==> src/rtl/pipeline_ctrl_pkg.sv <==
// Shared types and constants for the pipeline shift/flush controller.
package pipeline_ctrl_pkg;

  typedef enum logic {
    RUN  = 1'b0,
    WAIT = 1'b1
  } pipeline_state_t;

  localparam int CTRL_W = 32;
  // Control word injected into ID_EX when a bubble is inserted.
  localparam logic [CTRL_W-1:0] NOP_CTRL = '0;

endpackage

==> src/rtl/pipeline_ctrl_if.sv <==
// I-cache / D-cache handshake bundle between the controller and the caches.
interface pipeline_ctrl_if #(
  parameter int XLEN = 32
);
  logic            imem_resp;
  logic [XLEN-1:0] imem_rdata;
  logic            imem_read;
  logic            dmem_resp;
  logic [XLEN-1:0] dmem_rdata;
  logic            dmem_read;
  logic            dmem_write;

  modport master (
    input  imem_resp, imem_rdata, dmem_resp, dmem_rdata,
    output imem_read, dmem_read, dmem_write
  );

  modport slave (
    output imem_resp, imem_rdata, dmem_resp, dmem_rdata,
    input  imem_read, dmem_read, dmem_write
  );
endinterface

==> src/rtl/pipeline_ctrl_resp_latch.sv <==
// Holds one early cache response (valid flag + data) until the pipeline advances.
module pipeline_ctrl_resp_latch
  import pipeline_ctrl_pkg::*;
#(
  parameter int W = 32
) (
  input  logic         clk,
  input  logic         reset_n,
  input  logic         capture,
  input  logic         clear,
  input  logic [W-1:0] d_in,
  output logic         valid,
  output logic [W-1:0] data
);

  always_ff @(posedge clk or negedge reset_n) begin
    if (!reset_n) begin
      valid <= 1'b0;
      data  <= '0;
    end else if (clear) begin
      valid <= 1'b0;
    end else if (capture) begin
      valid <= 1'b1;
      data  <= d_in;
    end
  end

endmodule

==> src/rtl/pipeline_ctrl.sv <==
// Pipeline advance/hold/bubble/flush control between the cache handshakes and
// the datapath stage registers, with stall and flush performance counters.
//
// state | meaning
// RUN   | no cache response held
// WAIT  | one response held (i_done or d_done set), waiting for the other port
module pipeline_ctrl
  import pipeline_ctrl_pkg::*;
#(
  parameter int XLEN  = 32,
  parameter int CNT_W = 32
) (
  input  logic              clk,
  input  logic              reset_n,
  pipeline_ctrl_if.master   bus,
  input  logic              mem_rd_req,
  input  logic              mem_wr_req,
  input  logic [4:0]        id_rs1,
  input  logic [4:0]        id_rs2,
  input  logic [4:0]        ex_rd,
  input  logic              ex_is_load,
  input  logic              ex_br_taken,
  output logic [XLEN-1:0]   ir_out,
  output logic [XLEN-1:0]   mem_rdata_out,
  output logic              load_pipe,
  output logic              load_front,
  output logic              bubble,
  output logic              flush,
  output logic [CNT_W-1:0]  stall_cnt,
  output logic [CNT_W-1:0]  flush_cnt
);

  pipeline_state_t state, next_state;

  logic            i_done, d_done;
  logic [XLEN-1:0] held_ir, held_rd;
  logic            need_d, i_ok, d_ok, hz;
  logic            cap_i, cap_d;

  always_comb begin
    need_d    = mem_rd_req | mem_wr_req;
    i_ok      = bus.imem_resp | i_done;
    d_ok      = !need_d | bus.dmem_resp | d_done;
    load_pipe = reset_n & i_ok & d_ok;
    // A lone response during a stall is kept so that port is not re-requested.
    cap_i     = bus.imem_resp & !i_done & !load_pipe;
    cap_d     = bus.dmem_resp & !d_done & !load_pipe;
    hz        = ex_is_load & (ex_rd != 5'd0) & ((ex_rd == id_rs1) | (ex_rd == id_rs2));
  end

  pipeline_ctrl_resp_latch #(.W(XLEN)) u_i_latch (
    .clk     (clk),
    .reset_n (reset_n),
    .capture (cap_i),
    .clear   (load_pipe),
    .d_in    (bus.imem_rdata),
    .valid   (i_done),
    .data    (held_ir)
  );

  pipeline_ctrl_resp_latch #(.W(XLEN)) u_d_latch (
    .clk     (clk),
    .reset_n (reset_n),
    .capture (cap_d),
    .clear   (load_pipe),
    .d_in    (bus.dmem_rdata),
    .valid   (d_done),
    .data    (held_rd)
  );

  always_ff @(posedge clk or negedge reset_n) begin
    if (!reset_n) state <= RUN;
    else          state <= next_state;
  end

  always_comb begin
    next_state = state;
    case (state)
      RUN:     if (cap_i | cap_d) next_state = WAIT;
      WAIT:    if (load_pipe)     next_state = RUN;
      default: next_state = RUN;
    endcase
  end

  always_comb begin
    bus.imem_read  = reset_n & !i_done;
    bus.dmem_read  = reset_n & mem_rd_req & !d_done;
    bus.dmem_write = reset_n & mem_wr_req & !d_done;
    flush          = load_pipe & ex_br_taken;
    bubble         = load_pipe & hz & !ex_br_taken;
    load_front     = load_pipe & !bubble;
    ir_out         = i_done ? held_ir : bus.imem_rdata;
    mem_rdata_out  = d_done ? held_rd : bus.dmem_rdata;
  end

  always_ff @(posedge clk or negedge reset_n) begin
    if (!reset_n) begin
      stall_cnt <= '0;
      flush_cnt <= '0;
    end else begin
      if (!load_pipe) stall_cnt <= stall_cnt + CNT_W'(1);
      if (flush)      flush_cnt <= flush_cnt + CNT_W'(1);
    end
  end

  // A second response on a port whose result is already held is a cache protocol error.
  a_no_dup_iresp: assert property (@(posedge clk) disable iff (!reset_n)
    !(bus.imem_resp && i_done));
  a_no_dup_dresp: assert property (@(posedge clk) disable iff (!reset_n)
    !(bus.dmem_resp && d_done));
  a_wait_has_flag: assert property (@(posedge clk) disable iff (!reset_n)
    (state == WAIT) == (i_done || d_done));

endmodule

==> src/flat_wrapper.sv <==
// flat-port wrapper written by rule: the top's interface ports become plain ports
module pipeline_ctrl_flat import pipeline_ctrl_pkg::*;
#(
  parameter int XLEN  = 32,
  parameter int CNT_W = 32
)
  (clk, reset_n, mem_rd_req, mem_wr_req, id_rs1, id_rs2, ex_rd, ex_is_load, ex_br_taken, ir_out, mem_rdata_out, load_pipe, load_front, bubble, flush, stall_cnt, flush_cnt, bus_imem_resp, bus_imem_rdata, bus_dmem_resp, bus_dmem_rdata, bus_imem_read, bus_dmem_read, bus_dmem_write);
  pipeline_ctrl_if #(.XLEN(XLEN)) bus_i ();
  input  logic clk;
  input  logic reset_n;
  input  logic mem_rd_req;
  input  logic mem_wr_req;
  input  logic [4:0] id_rs1;
  input  logic [4:0] id_rs2;
  input  logic [4:0] ex_rd;
  input  logic ex_is_load;
  input  logic ex_br_taken;
  output logic [XLEN-1:0] ir_out;
  output logic [XLEN-1:0] mem_rdata_out;
  output logic load_pipe;
  output logic load_front;
  output logic bubble;
  output logic flush;
  output logic [CNT_W-1:0] stall_cnt;
  output logic [CNT_W-1:0] flush_cnt;
  input wire logic [$bits(bus_i.imem_resp)-1:0] bus_imem_resp;
  input wire logic [$bits(bus_i.imem_rdata)-1:0] bus_imem_rdata;
  input wire logic [$bits(bus_i.dmem_resp)-1:0] bus_dmem_resp;
  input wire logic [$bits(bus_i.dmem_rdata)-1:0] bus_dmem_rdata;
  output wire logic [$bits(bus_i.imem_read)-1:0] bus_imem_read;
  output wire logic [$bits(bus_i.dmem_read)-1:0] bus_dmem_read;
  output wire logic [$bits(bus_i.dmem_write)-1:0] bus_dmem_write;
  assign bus_i.imem_resp = bus_imem_resp;
  assign bus_i.imem_rdata = bus_imem_rdata;
  assign bus_i.dmem_resp = bus_dmem_resp;
  assign bus_i.dmem_rdata = bus_dmem_rdata;
  assign bus_imem_read = bus_i.imem_read;
  assign bus_dmem_read = bus_i.dmem_read;
  assign bus_dmem_write = bus_i.dmem_write;
  pipeline_ctrl #(.XLEN(XLEN), .CNT_W(CNT_W)) u_core (.clk(clk), .reset_n(reset_n), .bus(bus_i), .mem_rd_req(mem_rd_req), .mem_wr_req(mem_wr_req), .id_rs1(id_rs1), .id_rs2(id_rs2), .ex_rd(ex_rd), .ex_is_load(ex_is_load), .ex_br_taken(ex_br_taken), .ir_out(ir_out), .mem_rdata_out(mem_rdata_out), .load_pipe(load_pipe), .load_front(load_front), .bubble(bubble), .flush(flush), .stall_cnt(stall_cnt), .flush_cnt(flush_cnt));
endmodule
==> config.mk <==
export PLATFORM = sky130hd
export DESIGN_NAME = pipeline_ctrl_flat
export DESIGN_NICKNAME = d
export VERILOG_FILES = /design/src/rtl/pipeline_ctrl_pkg.sv /design/src/rtl/pipeline_ctrl_if.sv /design/src/rtl/pipeline_ctrl_resp_latch.sv /design/src/rtl/pipeline_ctrl.sv /design/src/flat_wrapper.sv
export SDC_FILE = /design/constraint.sdc
export NUM_CORES = 1
export LEC_CHECK = 0
export CORE_UTILIZATION = 49
export CTS_CLUSTER_SIZE = 10
export DETAILED_ROUTE_END_ITERATION = 12
export PLACE_DENSITY = 0.95
export SLEW_MARGIN = 15
export SYNTH_ARGS = -nofsm -noshare
export SYNTH_HDL_FRONTEND = slang
export SYNTH_SLANG_ARGS = --single-unit
==> constraint.sdc <==
create_clock -name clk -period 3.25 [get_ports clk]
set_input_delay 0.4875 -clock clk [delete_from_list [all_inputs] [get_ports clk]]
set_output_delay 0.4875 -clock clk [all_outputs]
set_load 0.05 [all_outputs]
=== Word level (Yosys, flattened, before mapping) ===
Index checks and enable logic that the tools add are counted.
Widths: inputs -> output; s select.

* $add $sub $neg: 2
* Mux-type cells: 6
* Equality and inequality tests: 2
* Bitwise gates (word level): 23
* Reductions and logical operators: 11

{| class="wikitable"
|+ Operators by type and width
! kind !! number
|-
| $add 32x1->32 const B || 2
|-
| $mux 32 || 2
|-
| $and 1x1->1 || 17
|-
| $eq 5x5->1 || 2
|-
| $logic_not 1->1 || 6
|-
| $or 1x1->1 || 5
|-
| $reduce_bool 5->1 || 1
|-
| $mux 1 || 4
|-
| $reduce_and 2->1 || 2
|-
| $reduce_bool 2->1 || 2
|-
| $not 1->1 || 1
|}

* Bits in registers: 130

=== Longest topological paths before layout ===
Gate-level depths: netlist of run 1.

* Depth in word-level cells: 9
* Mapped depth: 7

=== Modules after synthesis ===
From an unflattened synthesis of run 1, not the netlist that was laid out.

* Cell total of the unflattened synthesis: 498
* Area, all modules: 6657.6 um2

{| class="wikitable"
|+ Modules (own cells, without submodules)
! module !! seq. area each (um2) !! area an instance (um2) !! times used !! cells an instance
|-
| pipeline_ctrl || 1601.5 || 3875.0 || 1 || 354
|-
| pipeline_ctrl_resp_latch || 825.8 || 1391.3 || 2 || 72
|}

=== Least setup slack after synthesis of run 1 ===
Ideal clock, no wire load.

* Path type: in2out
* Start point: input mem_wr_req
* End point: output bubble
* Setup slack: 0.072 ns
* Arrival time: 2.690 ns
* Stages on the path: 4
* Path buffers: 1
* Cell sequence: or2_1 > a21o_4 > buf_6 > nor4_1

* Longest elaborated chain between the ends: 7

{| class="wikitable"
|+ RTL lines
! item !! RTL line !! text
|-
| start: declaration || flat_wrapper.sv:12 || <nowiki>input logic mem_wr_req;</nowiki>
|-
| $or 1x1->1 || pipeline_ctrl.sv:41 || <nowiki>need_d = mem_rd_req | mem_wr_req;</nowiki>
|-
| $logic_not 1->1 || pipeline_ctrl.sv:43 || <nowiki>d_ok = !need_d | bus.dmem_resp | d_done;</nowiki>
|-
| $or 1x1->1 (2 in series) || pipeline_ctrl.sv:43 ||
|-
| $and 1x1->1 || pipeline_ctrl.sv:44 || <nowiki>load_pipe = reset_n & i_ok & d_ok;</nowiki>
|-
| $and 1x1->1 (2 in series) || pipeline_ctrl.sv:90 || <nowiki>bubble = load_pipe & hz & !ex_br_taken;</nowiki>
|-
| end: declaration || flat_wrapper.sv:22 || <nowiki>output logic bubble;</nowiki>
|}

Every way passes these cells.

=== Final worst setup path of run 1 ===
* Start point: register u_core.u_d_latch.valid
* End point: output mem_rdata_out[0]

* Longest elaborated chain between the ends: 1

{| class="wikitable"
|+ RTL lines
! item !! RTL line !! text
|-
| start: declaration || pipeline_ctrl_resp_latch.sv:12 || <nowiki>output logic valid,</nowiki>
|-
| start signal: assignment || pipeline_ctrl_resp_latch.sv:18 || <nowiki>valid <= 1'b0;</nowiki>
|-
| start signal: assignment || pipeline_ctrl_resp_latch.sv:21 || <nowiki>valid <= 1'b0;</nowiki>
|-
| start signal: assignment || pipeline_ctrl_resp_latch.sv:23 || <nowiki>valid <= 1'b1;</nowiki>
|-
| $mux 32 || pipeline_ctrl.sv:93 || <nowiki>mem_rdata_out = d_done ? held_rd : bus.dmem_rdata;</nowiki>
|-
| end: declaration || flat_wrapper.sv:19 || <nowiki>output logic [XLEN-1:0] mem_rdata_out;</nowiki>
|}

Every way passes these cells.

==> impl_summary.txt, run 1 <==
----------------------------------------------------
[Worst setup path]
  Crit path largest cell delay ... approximately 0.71 ns
  Worst Path Max Fanout ... 24
  Cell-by-cell listing of the critical path ... buf_4 -> mux2_2 -> clkdlybuf4s50_1
  Kind of cell with the highest combined delay on the critical path ... buffers and inverters
  Slowest stage cell on the critical path ... sky130_fd_sc_hd__dfrtp_1
  CP bufs+invs ... 2
  Required time of the worst setup path ... 2.76 ns
  Critical path launch point type ... flop
  Crit. End Element ... output port
  Critical path start-end classification ... reg -> out
  CP arrival ... 2.63 ns
  Flop-to-flop setup slack ... around 1.1 ns

[Yosys]
  Number of synthesized flops with an enable pin ... 0
  Syn_area_per_cell ... 12.8 um2
  Leading cell type by number of instances after synthesis ... sky130_fd_sc_hd__dfrtp_1
  Synth Flop Type ... sky130_fd_sc_hd__dfrtp_1
  Nets in the synthesized netlist ... slightly below 600
  Top cell type's share of synthesized area ... 0.511
  Post-synth top area cell ... sky130_fd_sc_hd__dfrtp_1
  Synth top area cells ... sky130_fd_sc_hd__dfrtp_1, sky130_fd_sc_hd__mux2_2, sky130_fd_sc_hd__xnor2_1
  Portion of the post-synthesis area used by sequential elements ... 0.511
  Post-synthesis sequential element count ... between 100 and 150
  Post-synthesis cell area ... 6370 um2
  Post-synthesis instance total ... 497
  Synthesis warning total ... 0
  Synth cell count leaders ... sky130_fd_sc_hd__dfrtp_1, sky130_fd_sc_hd__mux2_2, sky130_fd_sc_hd__xnor2_1
  Synth unique cells ... 42
  Ys async rst share ... 1.00

[Global route]
  Antenna violations before repair ... 0
  Maximum number of pins on one net before global-route repair ... 68
  Global router's overall resource usage ... 0.254
  Remaining global-route overflow ... 0
  Via count of the first global-routing pass ... 5,204
  First-pass GRT wire length ... between 20,000 and 30,000 um

[Timing]
  Slew @ Worst Pin ... 0.838 ns
  Tightest slew margin relative to the limit ... 0.441
  Final worst clock skew ... 0.00764 ns
  Final Max Slew Viols ... 0
  Maximum clock frequency ... 321 MHz
  Unrepaired setup endpoints after global routing ... false
  Min Tclk post-route ... 3.12 ns
  Accumulated negative setup slack ... 0 ns
  Setup violations, final ... 0
  Final WS setup ... 0.131 ns
  Count of final hold-check violations ... 0
  Final clock period utilization by the worst path ... 0.960

[Clocking]
  Clk pin slew, worst setup/hold paths ... 0.05 ns
  Buffer cell driving the clock tree root ... sky130_fd_sc_hd__clkbuf_16
  Clock tree from TritonCTS ... built
  Worst skew pair latency ... a little over 0.4 ns
  Post-CTS Hold Buffers ... 1
  CTS resizes ... 0
  Maximum level of the CTS H-tree ... 4
  Number of clock sinks ... 130
  Number of buffers created by CTS ... 17
  Number of buffers between clock root and the deepest sink ... 2
  Setup repair bufs after CTS ... 0

[Pwr]
  Pwr/cell area ... 681 nW/um2
  Leakage power ... 3.99 nW
  Design Power ... 0.00642 W
  Peak VDD IR ... 0.000454 V

[Detailed routing]
  Iteration-0 DRC Markers ... 282
  Count of vias placed by the detailed router ... 4,816
  DRT antenna net count ... 0
  Final routed wirelength across all metal layers ... 16,500 um
  DRC violations left ... 0
  Vias/cell ... around 5.3
  Detailed-router iteration count before antenna repair ... 4
  Per-cell routed wire length ... between 15 and 20 um

[Layout]
  Antenna diodes ... 0
  Layout-stage area growth over the synthesis result ... 48.1%
  Register Area ... roughly 3300 um2
  Area of combinational cells with multiple inputs ... between 3000 and 4000 um2
  Fill cells ... 855
  Layout cells sized above 1 ... 0.232
  Fin nets ... about 800

[Run]
  Max-cap violation count ... 0

[Floorplanning]
  Floorplan die width ... roughly 120 um
  Die Y ... 116 um
  Area of the core region ... 12,600 um2
  Std-Cell Rows ... 41
  I/O pin count ... 222
  Total die area ... 13,500 um2
  Starting density of the core ... 0.505

[Placed design]
  Count of buffers inserted at the top-level ports ... ~220
  Final weighted congestion in routability-driven placement ... 0.830
  HPWL after DPL ... approximately 12,000 um
  Post-placement setup slack ... 0.487 ns

[Outcome]
  Run status ... finished, final reports clean

[Min path]
  Class of the tightest hold or removal check ... reg -> reg

----------------------------------------------------
-- cells in the final DEF, fill, tap and decap left out, drive strengths merged, types with 2 or more instances in the layout --
cell and n:
and2 6, and3 15, and3b 2, buf 11
bufinv 3, clkbuf 22, clkdlybuf4s50 216, clkinv 5
clkinvlp 2, dfrtp 130, ha 2, inv 4
mux2 129, nand2 25, nand2b 2, nand3 24
nand3b 2, nand4 21, nor2 14, nor3 12
nor4 8, or2 2, or4 2, xnor2 45
xor2 27
-- worst register-to-register path, stage by stage (launching register included) --
cell	delay [ns]
sky130_fd_sc_hd__dfrtp_1	0.71
sky130_fd_sc_hd__nor2_2	0.12
sky130_fd_sc_hd__a21o_4	0.31
sky130_fd_sc_hd__nand3b_1	0.12
sky130_fd_sc_hd__buf_4	0.38
sky130_fd_sc_hd__mux2_2	0.41
-- stage by stage --
| stage | hold slack (ns) | util | instances | cell area (um2) |
|---|---|---|---|---|
| 2_1_floorplan | 0.192 | - | 497 | 6370 |
| 6_report | 0.473 | 0.747 | 912 | 9430 |
| 4_1_cts | 0.477 | 0.747 | 912 | 9430 |
| 3_3_place_gp | 0.366 | 0.698 | 879 | 8810 |
| 3_5_place_dp | 0.372 | 0.698 | 879 | 8810 |
| 5_1_grt | 0.484 | 0.747 | 912 | 9430 |
-- metal layers --
metal,track usage,up-vias,share of wire
met1,0.281,2368,0.38
li1,-,2233,-
met4,0.0949,0,0.021
met3,0.0779,33,0.061
met2,0.457,182,0.54
met5,0,-,0
-- state kept, by name (all words and copies together), names as in the netlist --
register,cells
u_core.u_d_latch.valid,1
u_core.u_i_latch.valid,1
u_core.u_i_latch.data,32
u_core.stall_cnt,32
u_core.u_d_latch.data,32
u_core.flush_cnt,32
-- path summary, 6_finish.rpt --
path                                        start                         to  cells after the start
min reg2reg                  u_core.stall_cnt[31]       u_core.stall_cnt[31]                      1
max reg2reg                u_core.u_d_latch.valid  u_core.u_i_latch.data[10]                      5
min in group asynchronous                 reset_n        u_core.flush_cnt[0]                      2
max                        u_core.u_d_latch.valid           mem_rdata_out[0]                      3
max in group asynchronous                 reset_n  u_core.u_i_latch.data[15]                      3
min                          u_core.stall_cnt[31]       u_core.stall_cnt[31]                      1
-- report_power, final --
group          internal (W)  switching, W
combinational      0.000937       0.00138
clock               0.00128      0.000682
sequential          0.00192      0.000231
-- cell type report --
type                            instances  area share
Clock buffer                           22      0.0513
Clock inverter                         10      0.0138
Inverter                                4     0.00159
Multi-Input combinational cell        346       0.320
Sequential cell                       130       0.345
Tap cell                              172      0.0228
Timing Repair Buffer                  228       0.246
-- logic make-up (layout without fill, tap and decap cells) --
| logic type | Yosys count | after routing | share of synthesized area |
|---|---|---|---|
| muxes | 129 | 129 | 0.228 |
| xor gates and xnor gates | 72 | 72 | 0.0990 |
| DFF | 130 | 130 | 0.511 |
| AOI/OAI and AO/OA | 6 | 6 | 0.0104 |
| adders and majority gates | 2 | 2 | 0.00393 |
| and+or+nand+nor | 137 | 137 | 0.132 |
| buffers and inverters | 21 | 264 | 0.0157 |
No activity file was read; power rests on OpenSTA's default activity.
==> inputs of run 2 (changes only) <==
--- a/config.mk
+++ b/config.mk
@@ -5,11 +5,13 @@
 export SDC_FILE = /design/constraint.sdc
 export NUM_CORES = 1
 export LEC_CHECK = 0
-export CORE_UTILIZATION = 49
+export ABC_AREA = 1
+export CORE_UTILIZATION = 52
 export CTS_CLUSTER_SIZE = 10
 export DETAILED_ROUTE_END_ITERATION = 12
-export PLACE_DENSITY = 0.95
+export PLACE_DENSITY = 0.92
 export SLEW_MARGIN = 15
 export SYNTH_ARGS = -nofsm -noshare
 export SYNTH_HDL_FRONTEND = slang
+export SYNTH_HIERARCHICAL = 1
 export SYNTH_SLANG_ARGS = --single-unit
==> run 2 against run 1 <==
Power rose by 35%. Fmax shrank 0.24%. Sequential cell count did not move. Non-clock buffer count increased by 5. Highest routed layer unchanged.
==> impl_summary.txt, run 2 <==
----------------------------------------------------
[Clocking]
  CTS resizes ... 0 (unchanged)
  Maximum level of the CTS H-tree ... 4 (unchanged)
  Clk pin slew, worst setup/hold paths ... 0.05 ns (about the same)
  Number of buffers between clock root and the deepest sink ... 2 (unchanged)
  Clock tree from TritonCTS ... built (unchanged)
  Post-CTS Hold Buffers ... 0 (was 1)
  Number of clock sinks ... 130 (unchanged)
  Worst skew pair latency ... 0.42 ns (was 0.41 ns)
  Number of buffers created by CTS ... 17 (unchanged)
  Buffer cell driving the clock tree root ... sky130_fd_sc_hd__clkbuf_16 (unchanged)
  Setup repair bufs after CTS ... 0 (unchanged)

[Pwr]
  Peak VDD IR ... 0.000714 V (was 0.000454 V)
  Design Power ... 0.00866 W (was 0.00642 W)
  Leakage power ... 4.72 nW (was 3.99 nW)
  Pwr/cell area ... 833 nW/um2 (was 681 nW/um2)

[Yosys]
  Synthesis warning total ... 6 (was 0)
  Synth cell count leaders ... sky130_fd_sc_hd__nand2_1, sky130_fd_sc_hd__dfrtp_1, sky130_fd_sc_hd__nor2_1 (was sky130_fd_sc_hd__dfrtp_1, sky130_fd_sc_hd__mux2_2, sky130_fd_sc_hd__xnor2_1)
  Number of synthesized flops with an enable pin ... 0 (unchanged)
  Synth top area cells ... sky130_fd_sc_hd__dfrtp_1, sky130_fd_sc_hd__nand2_1, sky130_fd_sc_hd__mux2_2 (was sky130_fd_sc_hd__dfrtp_1, sky130_fd_sc_hd__mux2_2, sky130_fd_sc_hd__xnor2_1)
  Post-synthesis instance total ... 959 (was 497)
  Syn_area_per_cell ... 7.78 um2 (was 12.8 um2)
  Portion of the post-synthesis area used by sequential elements ... 0.436 (was 0.511)
  Post-synthesis sequential element count ... 130 (unchanged)
  Leading cell type by number of instances after synthesis ... sky130_fd_sc_hd__nand2_1 (was sky130_fd_sc_hd__dfrtp_1)
  Synth unique cells ... 29 (was 42)
  Post-synth top area cell ... sky130_fd_sc_hd__dfrtp_1 (unchanged)
  Nets in the synthesized netlist ... 1,048 (was 586)
  Top cell type's share of synthesized area ... 0.436 (was 0.511)
  Ys async rst share ... 1.00 (unchanged)
  Synth Flop Type ... sky130_fd_sc_hd__dfrtp_1 (unchanged)
  Post-synthesis cell area ... 7460 um2 (was 6370 um2)

[Floorplanning]
  Die Y ... 122 um (was 116 um)
  Starting density of the core ... 0.536 (was 0.505)
  Area of the core region ... 13,900 um2 (was 12,600 um2)
  Floorplan die width ... 122 um (was 116 um)
  Total die area ... 14,800 um2 (was 13,500 um2)
  I/O pin count ... 222 (unchanged)
  Std-Cell Rows ... 43 (was 41)

[Detailed routing]
  Count of vias placed by the detailed router ... 7,408 (was 4,816)
  Vias/cell ... 5.40 (was 5.28)
  Routed met3 length ... 1650 um (was 1000 um)
  Per-cell routed wire length ... 15.4 um (was 18.1 um)
  Iteration-0 DRC Markers ... 681 (was 282)
  Metal2 WL ... 10,400 um (was 8820 um)
  M1 wire length ... 8460 um (was 6300 um)
  DRC violations left ... 0 (unchanged)
  DRT antenna net count ... 0 (unchanged)
  Topmost layer with routed signal wires ... met4 (unchanged)
  Detailed-router iteration count before antenna repair ... 9 (was 4)
  Final routed wirelength across all metal layers ... 21,200 um (was 16,500 um)

[Timing]
  Min Tclk post-route ... 3.13 ns (was 3.12 ns)
  Final clock period utilization by the worst path ... 0.962 (was 0.960)
  Tightest slew margin relative to the limit ... 0.356 (was 0.441)
  Final Max Slew Viols ... 0 (unchanged)
  Setup violations, final ... 0 (unchanged)
  Unrepaired setup endpoints after global routing ... false (unchanged)
  Slew @ Worst Pin ... 0.965 ns (was 0.838 ns)
  Maximum clock frequency ... 320 MHz (was 321 MHz)
  Accumulated negative setup slack ... 0 ns (unchanged)
  Count of final hold-check violations ... 0 (unchanged)
  Final worst clock skew ... 0.0157 ns (was 0.00764 ns)

[Worst setup path]
  Required time of the worst setup path ... 2.76 ns (about the same)
  Critical path start-end classification ... reg -> out (unchanged)
  Worst Path Max Fanout ... 20 (was 24)
  CP Launch Point ... u_core/u_i_latch/valid (was u_core.u_d_latch.valid)
  Depth of the most critical reg-to-reg path ... 10 (was 5)
  CP arrival ... 2.64 ns (was 2.63 ns)
  Capture instance of the worst register-to-register path ... u_core/u_d_latch/data[12] (was u_core.u_i_latch.data[10])
  Crit. End Element ... output port (unchanged)
  Capturing instance or port of the critical path ... ir_out[25] (was mem_rdata_out[0])
  Flop-to-flop setup slack ... 0.64 ns (was 1.08 ns)
  Reg-to-reg critical path startpoint ... u_core/u_i_latch/valid (was u_core.u_d_latch.valid)
  Critical path launch point type ... flop (unchanged)

[Placed design]
  Count of buffers inserted at the top-level ports ... 221 (unchanged)
  Final weighted congestion in routability-driven placement ... 0.912 (was 0.830)
  Placed inst area ... 9800 um2 (was 8810 um2)
  HPWL after DPL ... 14,600 um (was 12,200 um)
  Cell count after placement ... 1,340 (was 879)

[Run]
  Max-cap violation count ... 0 (unchanged)

[Layout]
  Final non-filler cell area ... 10,400 um2 (was 9430 um2)
  Fin nets ... 1,268 (was 816)
  Layout cells sized above 1 ... 0.112 (was 0.232)
  Layout-stage area growth over the synthesis result ... 39.3% (was 48.1%)
  Fill cells ... 972 (was 855)
  Post-route insts no fill ... 1,372 (was 912)
  Antenna diodes ... 0 (unchanged)
  Most common library cell in the layout ignoring fill and taps ... sky130_fd_sc_hd__nand2_1 (was sky130_fd_sc_hd__clkdlybuf4s50_1)
  Commonest non-fill, non-tap cells in the layout ... sky130_fd_sc_hd__nand2_1, sky130_fd_sc_hd__clkdlybuf4s50_1, sky130_fd_sc_hd__dfrtp_1, sky130_fd_sc_hd__nor2_1, sky130_fd_sc_hd__nand3_1 (was sky130_fd_sc_hd__clkdlybuf4s50_1, sky130_fd_sc_hd__dfrtp_1, sky130_fd_sc_hd__mux2_2, sky130_fd_sc_hd__xnor2_1, sky130_fd_sc_hd__xor2_1)

[Min path]
  Class of the tightest hold or removal check ... in -> async (was reg -> reg)

[Global route]
  Antenna violations before repair ... 0 (unchanged)
  Maximum number of pins on one net before global-route repair ... 77 (was 68)
  Global router's overall resource usage ... 0.287 (was 0.254)
  Remaining global-route overflow ... 0 (unchanged)
  Via count of the first global-routing pass ... 7,030 (was 5,204)
  First-pass GRT wire length ... 33,300 um (was 25,600 um)

[Outcome]
  Run status ... finished, final reports clean (unchanged)

----------------------------------------------------
[run 2: cell types whose count changed after synthesis, sizes merged, moves of 4 or more]
cell / before / now
buf: 16 / 32
nand4: 21 / 12
nor4: 8 / 0
nor2: 14 / 116
xor2: 27 / 23
and2: 6 / 1
and3: 15 / 0
nand3: 24 / 106
mux2: 129 / 64
nand2: 25 / 382
inv: 4 / 59
xnor2: 45 / 21
nor3: 12 / 2
[run 2: how the worst min path moves through the flow]
stage	startpoint	end	slack, ns	cells after the start
floorplan	reset_n	u_core/flush_cnt[0]	0.19	0
global placement	u_core/u_d_latch/data[12]	u_core/u_d_latch/data[12]	0.45	2
detailed placement	u_core/u_d_latch/data[9]	u_core/u_d_latch/data[9]	0.46	2
CTS	reset_n	u_core/u_i_latch/data[20]	0.25	2
global route	reset_n	u_core/u_d_latch/data[9]	0.29	2
finish	reset_n	u_core/u_d_latch/data[27]	0.22	2
[run 2: area by class of cell]
type | instances | area (um2) | share of cell area
flip-flops and latches | 130 | 3250 | 0.313
inverters | 60 | 225 | 0.0217
multi-input cells | 737 | 3760 | 0.361
well taps | 180 | 225 | 0.0217
clock inverters | 12 | 134 | 0.0129
repair buffers | 233 | 2340 | 0.226
clock buffers | 20 | 457 | 0.0439
[run 2: through the flow]
step	hold WS, ns	setup slack [ns]	util
2_1_floorplan	0.192	0.958	-
3_3_place_gp	0.448	0.579	0.704
3_5_place_dp	0.456	0.526	0.704
4_1_cts	0.248	0.0970	0.746
5_1_grt	0.295	0.00275	0.746
6_report	0.223	0.124	0.746
[run 2: kinds of logic (layout without fill, tap and decap cells)]
| kind of cell | after synthesis | in the layout | share of synthesized area |
|---|---|---|---|
| adder cells (fa/ha/maj) | 2 | 2 | 0.00335 |
| XOR/XNOR | 44 | 44 | 0.0516 |
| flip-flops | 130 | 130 | 0.436 |
| AND/OR/NAND/NOR | 624 | 624 | 0.348 |
| buffers and inverters | 92 | 325 | 0.0620 |
| multiplexers | 64 | 64 | 0.0965 |
| AO/OA/AOI/OAI | 3 | 3 | 0.00251 |
[run 2: worst max-delay path: stages (launching register included)]
cell	delay, ns
sky130_fd_sc_hd__dfrtp_1	0.84
sky130_fd_sc_hd__buf_4	0.33
sky130_fd_sc_hd__mux2_2	0.36
sky130_fd_sc_hd__clkdlybuf4s50_1	0.70
[run 2: power by group]
| part | switching [W] | total (W) | internal (W) |
|---|---|---|---|
| clock | 0.000730 | 0.00190 | 0.00117 |
| combinational | 0.00271 | 0.00429 | 0.00158 |
| sequential | 0.000390 | 0.00247 | 0.00208 |
| total | 0.00383 | 0.00866 | 0.00483 |
[run 2: routing by layer]
layer	vias to the layer above	global-route usage
li1	3485	-
met1	3466	0.346
met2	376	0.491
met3	81	0.0632
met4	0	0.127
met5	-	0
==> inputs of run 3 (changes only) <==
--- a/config.mk
+++ b/config.mk
@@ -9,6 +9,7 @@
 export CORE_UTILIZATION = 52
 export CTS_CLUSTER_SIZE = 10
 export DETAILED_ROUTE_END_ITERATION = 12
+export MAX_ROUTING_LAYER = met4
 export PLACE_DENSITY = 0.92
 export SLEW_MARGIN = 15
 export SYNTH_ARGS = -nofsm -noshare
==> run 3 against run 2 <==
Setup slack about the same. Sequential cell count is the same. Clock skew is 0.0018 ns higher. Critical path type unchanged.
==> impl_summary.txt, run 3 (synthesized netlist as in run 2, its figures left out) <==
----------------------------------------------------
[Outcome]
  Run status ... finished, final reports clean (unchanged)

[Placed design]
  HPWL after DPL ... 14,600 um (unchanged)
  Count of buffers inserted at the top-level ports ... 221 (unchanged)
  Final weighted congestion in routability-driven placement ... 0.928 (was 0.912)

[Clocking]
  Post-CTS Hold Buffers ... 0 (unchanged)
  Clock tree from TritonCTS ... built (unchanged)
  Maximum level of the CTS H-tree ... 4 (unchanged)
  Setup repair bufs after CTS ... 0 (unchanged)
  Number of buffers created by CTS ... 17 (unchanged)
  CTS resizes ... 0 (unchanged)
  Number of clock sinks ... 130 (unchanged)
  Buffer cell driving the clock tree root ... sky130_fd_sc_hd__clkbuf_16 (unchanged)
  Number of buffers between clock root and the deepest sink ... 2 (unchanged)
  Worst skew pair latency ... 0.42 ns (about the same)
  Clk pin slew, worst setup/hold paths ... 0.06 ns (was 0.05 ns)

[Pwr]
  Pwr/cell area ... 832 nW/um2 (was 833 nW/um2)
  Clk pwr share ... 0.219 (about the same)
  Leakage power ... 4.72 nW (unchanged)
  Switching portion of total power ... 0.442 (about the same)
  Part of the power in registers ... 0.285 (about the same)
  Sw Pwr ... 0.00382 W (was 0.00383 W)
  Peak VDD IR ... 0.000709 V (was 0.000714 V)
  Part of the total power dissipated in combinational logic ... 0.496 (was 0.495)
  Internal power consumption ... 0.00483 W (about the same)

[Worst setup path]
  Kind of cell with the highest combined delay on the critical path ... buffers and inverters (unchanged)
  Slowest stage cell on the critical path ... sky130_fd_sc_hd__dfrtp_1 (unchanged)
  Crit path largest cell delay ... 0.84 ns (about the same)
  CP bufs+invs ... 2 (unchanged)
  CP arrival ... 2.64 ns (about the same)
  Crit. End Element ... output port (unchanged)
  Critical path launch point type ... flop (unchanged)
  Critical path start-end classification ... reg -> out (unchanged)
  Worst Path Max Fanout ... 20 (unchanged)
  Cell-by-cell listing of the critical path ... buf_4 -> mux2_2 -> clkdlybuf4s50_1 (unchanged)
  Required time of the worst setup path ... 2.76 ns (about the same)

[Timing]
  Count of final hold-check violations ... 0 (unchanged)
  Final Max Slew Viols ... 0 (unchanged)
  Accumulated negative setup slack ... 0 ns (unchanged)
  Min Tclk post-route ... 3.13 ns (about the same)
  Unrepaired setup endpoints after global routing ... false (unchanged)
  Final worst clock skew ... 0.0175 ns (was 0.0157 ns)
  Slew @ Worst Pin ... 0.969 ns (was 0.965 ns)
  Tightest slew margin relative to the limit ... 0.354 (was 0.356)
  Setup violations, final ... 0 (unchanged)
  Smallest hold slack ... 0.229 ns (was 0.223 ns)
  Final clock period utilization by the worst path ... 0.962 (about the same)
  Maximum clock frequency ... 320 MHz (about the same)

[Global route]
  Remaining global-route overflow ... 0 (unchanged)
  First-pass GRT wire length ... 33,400 um (was 33,300 um)
  Maximum number of pins on one net before global-route repair ... 77 (unchanged)
  Antenna violations before repair ... 0 (unchanged)
  Global router's overall resource usage ... 0.297 (was 0.287)
  Via count of the first global-routing pass ... 7,024 (was 7,030)

[Detailed routing]
  Detailed-router iteration count before antenna repair ... 5 (was 9)
  DRT antenna net count ... 0 (unchanged)
  Final routed wirelength across all metal layers ... 21,100 um (was 21,200 um)
  Iteration-0 DRC Markers ... 787 (was 681)
  DRC violations left ... 0 (unchanged)
  Count of vias placed by the detailed router ... 7,351 (was 7,408)
  Vias/cell ... 5.36 (was 5.40)
  Per-cell routed wire length ... 15.4 um (about the same)

[Run]
  Max-cap violation count ... 0 (unchanged)

[Layout]
  Fin nets ... 1,268 (unchanged)
  Final Core Density ... 0.746 (unchanged)
  Layout cells sized above 1 ... 0.112 (unchanged)
  Layout-stage area growth over the synthesis result ... 39.3% (unchanged)
  Antenna diodes ... 0 (unchanged)
  Most common library cell in the layout ignoring fill and taps ... sky130_fd_sc_hd__nand2_1 (unchanged)
  Commonest non-fill, non-tap cells in the layout ... sky130_fd_sc_hd__nand2_1, sky130_fd_sc_hd__clkdlybuf4s50_1, sky130_fd_sc_hd__dfrtp_1, sky130_fd_sc_hd__nor2_1, sky130_fd_sc_hd__nand3_1 (unchanged)

[Floorplanning]
  I/O pin count ... 222 (unchanged)
  Starting density of the core ... 0.536 (unchanged)
  Area of the core region ... 13,900 um2 (unchanged)
  Die Y ... 122 um (unchanged)
  Floorplan die width ... 122 um (unchanged)
  Std-Cell Rows ... 43 (unchanged)
  Total die area ... 14,800 um2 (unchanged)

[Min path]
  Class of the tightest hold or removal check ... in -> async (unchanged)

----------------------------------------------------
## run 3: cell counts in the layout (fill, tap and decap cells not counted)
Identical to the previous run, type by type.
## run 3: stage by stage
stage          setup WS [ns]  instance area [um2]  total power (W)  cells
6_report               0.124                10400          0.00865   1372
5_1_grt              0.00128                10400          0.00901   1372
4_1_cts               0.0970                10400          0.00867   1372
3_5_place_dp           0.526                 9800          0.00676   1340
3_3_place_gp           0.579                 9800          0.00666   1340
2_1_floorplan          0.958                 7460          0.00542    959
## run 3: power by group through the flow
| stage | sequential [W] | combinational, W | clock [W] |
|---|---|---|---|
| 4_1_cts | 0.00246 | 0.00430 | 0.00191 |
| 5_1_grt | 0.00252 | 0.00450 | 0.00199 |
| 2_1_floorplan | 0.00258 | 0.00284 | 0 |
| 3_5_place_dp | 0.00248 | 0.00428 | 0 |
| 6_report | 0.00247 | 0.00429 | 0.00190 |
| 3_3_place_gp | 0.00246 | 0.00420 | 0 |
## run 3: area by class of cell
type / instances / area, um2
clock inverters: 12 / 134
inverters: 60 / 225
multi-input cells: 737 / 3760
well taps: 180 / 225
clock buffers: 20 / 457
flip-flops and latches: 130 / 3250
fillers: 972 / 3540
repair buffers: 233 / 2340
## run 3: final timing paths
check | startpoint | end | slack, ns | cells past startpoint
worst max-delay path | u_core/u_i_latch/valid | ir_out[25] | 0.12 | 3
worst min-delay path | reset_n | u_core/u_d_latch/data[27] | 0.23 | 2
worst max register to register | u_core/u_i_latch/valid | u_core/u_d_latch/data[12] | 0.65 | 10
worst min register to register | u_core/u_i_latch/data[16] | u_core/u_i_latch/data[16] | 0.47 | 2
max in group asynchronous | reset_n | u_core/stall_cnt[22] | 1.60 | 3
min in group clk | u_core/u_i_latch/data[16] | u_core/u_i_latch/data[16] | 0.47 | 2
## run 3: routing by layer
| layer | global-route usage | vias up | share of wire |
|---|---|---|---|
| met5 | - | - | 0 |
| met4 | 0.127 | 0 | 0.032 |
| met3 | 0.0613 | 80 | 0.075 |
| met2 | 0.491 | 382 | 0.49 |
| met1 | 0.349 | 3411 | 0.40 |
| li1 | - | 3478 | - |
